--- config.mk ---
export PLATFORM = sky130hd
export DESIGN_NAME = mem_port_arbiter
export DESIGN_NICKNAME = d
export VERILOG_FILES = /design/src/rtl/mem_port_arbiter.sv
export SDC_FILE = /design/constraint.sdc
export NUM_CORES = 1
export LEC_CHECK = 0
export ABC_AREA = 0
export ABC_CLOCK_PERIOD_IN_PS = 5300
export BUFFER_PORTS_ARGS = -buffer_cell sky130_fd_sc_hd__buf_2
export CAP_MARGIN = 20
export CORE_AREA = 3 3 111 113
export CTS_BUF_LIST = sky130_fd_sc_hd__clkbuf_2 sky130_fd_sc_hd__clkbuf_4 sky130_fd_sc_hd__clkbuf_8
export DETAILED_ROUTE_END_ITERATION = 6
export DIE_AREA = 0 0 114 116
export PLACE_DENSITY = 0.86
export SLEW_MARGIN = 10
export SYNTH_ARGS = -nofsm -noshare
export SYNTH_HDL_FRONTEND = slang
export SYNTH_SLANG_ARGS = --single-unit
--- constraint.sdc ---
create_clock -name clk -period 5.3 [get_ports clk]
set_clock_uncertainty 0.2 [all_clocks]
set_input_delay 1.06 -clock clk [delete_from_list [all_inputs] [get_ports clk]]
set_output_delay 1.06 -clock clk [all_outputs]
set_load 0.1 [all_outputs]
--- src/rtl/mem_port_arbiter.sv ---
// Shares one memory port between instruction fetch and the MEM stage: one
// transaction in flight, alternating priority, response routing and timeout abort.
module mem_port_arbiter #(
  parameter int unsigned TIMEOUT_CYCLES = 255
) (
  input  logic        clk,
  input  logic        rst_n,
  input  logic        if_req_i,
  input  logic [31:0] if_addr_i,
  output logic        if_ready_o,
  output logic        if_rvalid_o,
  output logic [31:0] if_rdata_o,
  input  logic        d_req_i,
  input  logic        d_we_i,
  input  logic [31:0] d_addr_i,
  input  logic [31:0] d_wdata_i,
  output logic        d_ready_o,
  output logic        d_rvalid_o,
  output logic [31:0] d_rdata_o,
  output logic        mem_req_o,
  output logic        mem_we_o,
  output logic [31:0] mem_addr_o,
  output logic [31:0] mem_wdata_o,
  input  logic        mem_gnt_i,
  input  logic        mem_rvalid_i,
  input  logic [31:0] mem_rdata_i,
  output logic        busy_o,
  output logic        timeout_o
);

  typedef enum logic [1:0] {S_IDLE, S_ISSUE, S_WAIT, S_RESP} state_t;

  localparam logic        OWN_IF = 1'b0;
  localparam logic        OWN_D  = 1'b1;
  localparam int unsigned TO_M1  = (TIMEOUT_CYCLES == 0) ? 0 : TIMEOUT_CYCLES - 1;
  localparam logic [7:0]  TO_LAST = TO_M1[7:0];
  localparam bit          TO_EN   = (TIMEOUT_CYCLES != 0);

  state_t      r_state, w_next;
  logic        r_owner, r_last;
  logic [7:0]  r_cnt;
  logic        r_mem_req, r_mem_we;
  logic [31:0] r_mem_addr, r_mem_wdata;
  logic [31:0] r_if_rdata, r_d_rdata;
  logic        r_if_rvalid, r_d_rvalid, r_timeout;

  logic        w_gnt_if, w_gnt_d, w_accept, w_to, w_resp_mem, w_resp_to;
  logic [31:0] w_resp_data;

  // Under contention the requester not served last wins.
  always_comb begin
    w_gnt_d  = d_req_i & (~if_req_i | (r_last == OWN_IF));
    w_gnt_if = if_req_i & ~w_gnt_d;
    w_accept = rst_n & (r_state == S_IDLE) & (w_gnt_if | w_gnt_d);
    w_to     = TO_EN && (r_cnt == TO_LAST) &&
               ((r_state == S_ISSUE) || (r_state == S_WAIT));
  end

  assign if_ready_o = rst_n & (r_state == S_IDLE) & w_gnt_if;
  assign d_ready_o  = rst_n & (r_state == S_IDLE) & w_gnt_d;

  always_ff @(posedge clk or negedge rst_n) begin
    if (!rst_n) r_state <= S_IDLE;
    else        r_state <= w_next;
  end

  always_comb begin
    w_next     = r_state;
    w_resp_mem = 1'b0;
    w_resp_to  = 1'b0;
    case (r_state)
      S_IDLE:  if (w_accept) w_next = S_ISSUE;
      // A grant landing on the final counting cycle is still aborted: the
      // response could only arrive after the budget has expired.
      S_ISSUE: begin
        if (w_to) begin
          w_next    = S_RESP;
          w_resp_to = 1'b1;
        end else if (mem_gnt_i) begin
          w_next = S_WAIT;
        end
      end
      S_WAIT: begin
        if (mem_rvalid_i) begin
          w_next     = S_RESP;
          w_resp_mem = 1'b1;
        end else if (w_to) begin
          w_next    = S_RESP;
          w_resp_to = 1'b1;
        end
      end
      S_RESP:  w_next = S_IDLE;
      default: w_next = S_IDLE;
    endcase
  end

  assign w_resp_data = w_resp_mem ? mem_rdata_i : 32'h0;

  always_ff @(posedge clk or negedge rst_n) begin
    if (!rst_n) begin
      r_owner     <= OWN_IF;
      r_last      <= OWN_IF;
      r_cnt       <= 8'd0;
      r_mem_req   <= 1'b0;
      r_mem_we    <= 1'b0;
      r_mem_addr  <= 32'h0;
      r_mem_wdata <= 32'h0;
      r_if_rdata  <= 32'h0;
      r_d_rdata   <= 32'h0;
      r_if_rvalid <= 1'b0;
      r_d_rvalid  <= 1'b0;
      r_timeout   <= 1'b0;
    end else begin
      r_if_rvalid <= 1'b0;
      r_d_rvalid  <= 1'b0;
      r_timeout   <= 1'b0;
      if (w_accept) begin
        r_owner     <= w_gnt_d ? OWN_D : OWN_IF;
        r_mem_req   <= 1'b1;
        r_mem_we    <= w_gnt_d & d_we_i;
        r_mem_addr  <= w_gnt_d ? d_addr_i : if_addr_i;
        r_mem_wdata <= w_gnt_d ? d_wdata_i : 32'h0;
        r_cnt       <= 8'd0;
      end
      if ((r_state == S_ISSUE) || (r_state == S_WAIT))
        r_cnt <= r_cnt + 8'd1;
      if ((r_state == S_ISSUE) && (w_next != S_ISSUE))
        r_mem_req <= 1'b0;
      if (w_resp_mem || w_resp_to) begin
        r_timeout <= w_resp_to;
        if (r_owner == OWN_D) begin
          r_d_rdata  <= w_resp_data;
          r_d_rvalid <= 1'b1;
        end else begin
          r_if_rdata  <= w_resp_data;
          r_if_rvalid <= 1'b1;
        end
      end
      if (r_state == S_RESP)
        r_last <= r_owner;
    end
  end

  assign if_rvalid_o = r_if_rvalid;
  assign if_rdata_o  = r_if_rdata;
  assign d_rvalid_o  = r_d_rvalid;
  assign d_rdata_o   = r_d_rdata;
  assign mem_req_o   = r_mem_req;
  assign mem_we_o    = r_mem_we;
  assign mem_addr_o  = r_mem_addr;
  assign mem_wdata_o = r_mem_wdata;
  assign busy_o      = (r_state != S_IDLE);
  assign timeout_o   = r_timeout;

endmodule

==> results.py <==
metrics = {
    "floorplanning": {
        "ios": 271,
        "start_util_pct": 51.93,
        "die_w_um": 114,
        "fp.dieH_um": 116,
        "die_area_mm2": 0.01322,
        "row_count": 39,
        "coreArea_mm2": 0.01142,
    },
    "final_layout": {
        "area.growth.synth_to_final_pct": 31.57,
        "nFillCells": 851,
        "drive_gt1_share_pct": 43.81,
        "finalInstanceArea_mm2": 0.007801,
        "final_nets": 865,
        "num_antenna_cells": 0,
    },
    "worst_setup_path": {
        "slowest_delay_ps": 480,
        "critPathMaxFanout": 33,
        "path_cells": "buf_2 > a21boi_4 > buf_4 > nor2_1 > buf_2",
        "path_class": "in -> out",
        "cp_data_arrival_time_ps": 2250,
        "path_buf_inv": 3,
        "cp_slowest_cell": "buf_4",
        "worst_setup_path_start_kind": "input port",
        "crit_family": "buffers and inverters",
        "cpMostUsedCell": "buf_2",
        "cp-end-kind": "primary output",
        "reg2reg_setup_slack_ps": 2450,
        "worstPathRequired_ps": 4040,
    },
    "synth": {
        "synth-seq-area-share_pct": 61.19,
        "yosysTopAreaCell": "dfrtp_1",
        "postSynthAreaPerCell_um2": 12.78,
        "synthAdderAreaFrac_pct": 1.688,
        "synth_common_cells": "dfrtp_1 (145), a32o_1 (64), o21ai_0 (41)",
        "ys_ff_latch": 145,
        "synth_mux_area_share_pct": 6.288,
        "yosysMostFrequentCell": "dfrtp_1",
        "synth_top_family_by_area": "compound AO/OA/AOI/OAI gates",
        "synthSimpleGateAreaFrac_pct": 5.465,
        "syn_inst": 464,
        "synthDistinctLibCells": 37,
        "synth-edff-count": 0,
        "synthTopCellsByArea": "dfrtp_1 (61%), a32o_1 (11%), mux2i_1 (5.9%)",
        "yosys_warnings": 0,
        "synth_xor_xnor_area_share_pct": 0,
        "ys_async_sr_fraction_pct": 100.0,
        "ys.flop_type": "dfrtp_1",
        "synth_nets": 607,
        "synth_top_area_share_pct": 61.19,
        "syn_area_mm2": 0.005929,
        "synth_compound_area_share_pct": 21.44,
    },
    "sta": {
        "maxSlewHeadroom_pct": 45.42,
        "fin_setup_tns_ps": 0,
        "max_freq_ghz": 0.2853,
        "min_period_over_period_pct": 66.14,
        "setup_viol": 0,
        "min_period_ps": 3506,
        "fin_hold_ws_ps": 277.2,
        "maxSlewViolCount": 0,
        "setup_slack_ps": 1794,
        "tightest_slew_ps": 818.8,
        "rsz0062_at_grt": "false",
        "hold_violations": 0,
    },
    "routing": {
        "drt_iter0_drc": 484,
        "wl_per_cell_um": 18.60,
        "viasPerCell": 5.741,
        "postRouteAntennaNets": 0,
        "drtPass1Iterations": 7,
        "route.detailed.drc": 0,
        "routed_wirelength_mm": 16.33,
        "vias": 5041,
    },
    "clock_tree": {
        "ctsLongestPathBuffers": 2,
        "clock_sinks": 145,
        "post_cts.repair.setup_buffers": 0,
        "cts.hold.buffers_added": 0,
        "ctsResizeCount": 0,
        "cts.htree.levels": 4,
        "path_clk_slew_ps": 70,
        "cts_tree": "built",
        "cts_root_buf": "clkbuf_8",
        "cts_buffers": 17,
        "clk_latency_ps": 420,
    },
    "global_route": {
        "grt_usage_pct": 24.54,
        "top_usage_layer": "met2",
        "gr-total-overflow": 0,
        "antenna_found_initial": 0,
        "grt_pass1_vias": 5049,
        "grt_util_met2_pct": 41.45,
        "grt_pass1_wl_mm": 25.56,
        "met1_usage_pct": 30.28,
        "grt_max_degree": 96,
        "met3_usage_pct": 7.311,
    },
    "status": {
        "outcome": "complete, no violations",
    },
    "placed_design": {
        "port_buffers": 270,
        "place.gp.congestion": 0.8239,
        "place_area_mm2": 0.007356,
        "post-place-ws_ps": 1795,
        "dpl.hpwl_mm": 12.04,
    },
    "hold_path": {
        "worstHoldPathType": "reg -> reg",
    },
    "run": {
        "max-cap-violations": 0,
    },
}
layout make-up:
| cell class | instances | area (um^2) | share of cell area [%] |
|---|---|---|---|
| clock inverter | 10 | 133.9 | 1.716 |
| inverter | 7 | 26.28 | 0.3368 |
| sequential | 145 | 3628 | 46.51 |
| timing repair buffer | 281 | 1468 | 18.81 |
| tap | 143 | 178.9 | 2.294 |
| multi-input combinational | 270 | 2082 | 26.69 |
| clock buffer | 22 | 284.0 | 3.641 |
path summary, 6_finish.rpt:
check                                          start                          to  cells past startpoint
worst max-delay path                         d_req_i                  if_ready_o                      5
worst min-delay path            r_cnt[6]$_DFFE_PN0P_        r_cnt[6]$_DFFE_PN0P_                      1
worst max register to register  r_state[0]$_DFF_PN0_  if_rdata_o[29]$_DFFE_PN0P_                      7
worst min register to register  r_cnt[6]$_DFFE_PN0P_        r_cnt[6]$_DFFE_PN0P_                      1
max in group asynchronous                      rst_n   if_rdata_o[1]$_DFFE_PN0P_                      3
min in group asynchronous                      rst_n   mem_addr_o[7]$_DFFE_PN0P_                      1
state kept, by name, summed over array words and instances (netlist names):
name and cells:
d_rdata_o 32, d_rvalid_o 1, if_rdata_o 32, if_rvalid_o 1, mem_addr_o 32, mem_req_o 1, mem_wdata_o 32, mem_we_o 1
r_cnt 8, r_last 1, r_owner 1, r_state 2, timeout_o 1
placed cells by master, fill, tap and decap left out, drive strengths merged:
master and instances:
a21boi 2, o21ai 41, and3 4, nand2 37, nor2b 3, a21oi 6, a21o 1, a2bb2oi 1
nand3b 2, mux2i 35, o2bb2ai 1, or3 2, and4 2, a32o 64, o21a 1, ha 8
mux2 2, o211ai 1, o211a 1, nand4 2, buf 281, o21bai 1, clkinv 5, inv 7
nand3 7, clkinvlp 2, dfrtp 145, a22o 33, and2 3, o31ai 2, nor2 6, clkbuf 22
bufinv 3, a211oi 2
stage by stage:
stage,std cells,utilization [%]
after CTS,877,68.08
after global routing,878,68.32
after detailed placement,845,64.42
after global placement,844,64.29
after floorplan,464,-
final,878,68.32
routing by layer:
| layer | up-vias | part of all wire (%) | wire, um |
|---|---|---|---|
| li1 | 2273 | - | - |
| met4 | 0 | 2.2 | 366 |
| met2 | 278 | 50 | 8228 |
| met5 | - | 0 | 0 |
| met3 | 28 | 9.1 | 1489 |
| met1 | 2462 | 38 | 6250 |
cells by family after synthesis:
logic type | after synthesis
flip-flops | 145
AND/OR/NAND/NOR | 68
buffers and inverters | 49
adder cells (fa/ha/maj) | 8
AO/OA/AOI/OAI | 157
multiplexers | 37
Power is not shown: default switching activity piles up to over one toggle a cycle in this logic, so the estimate is an artifact.
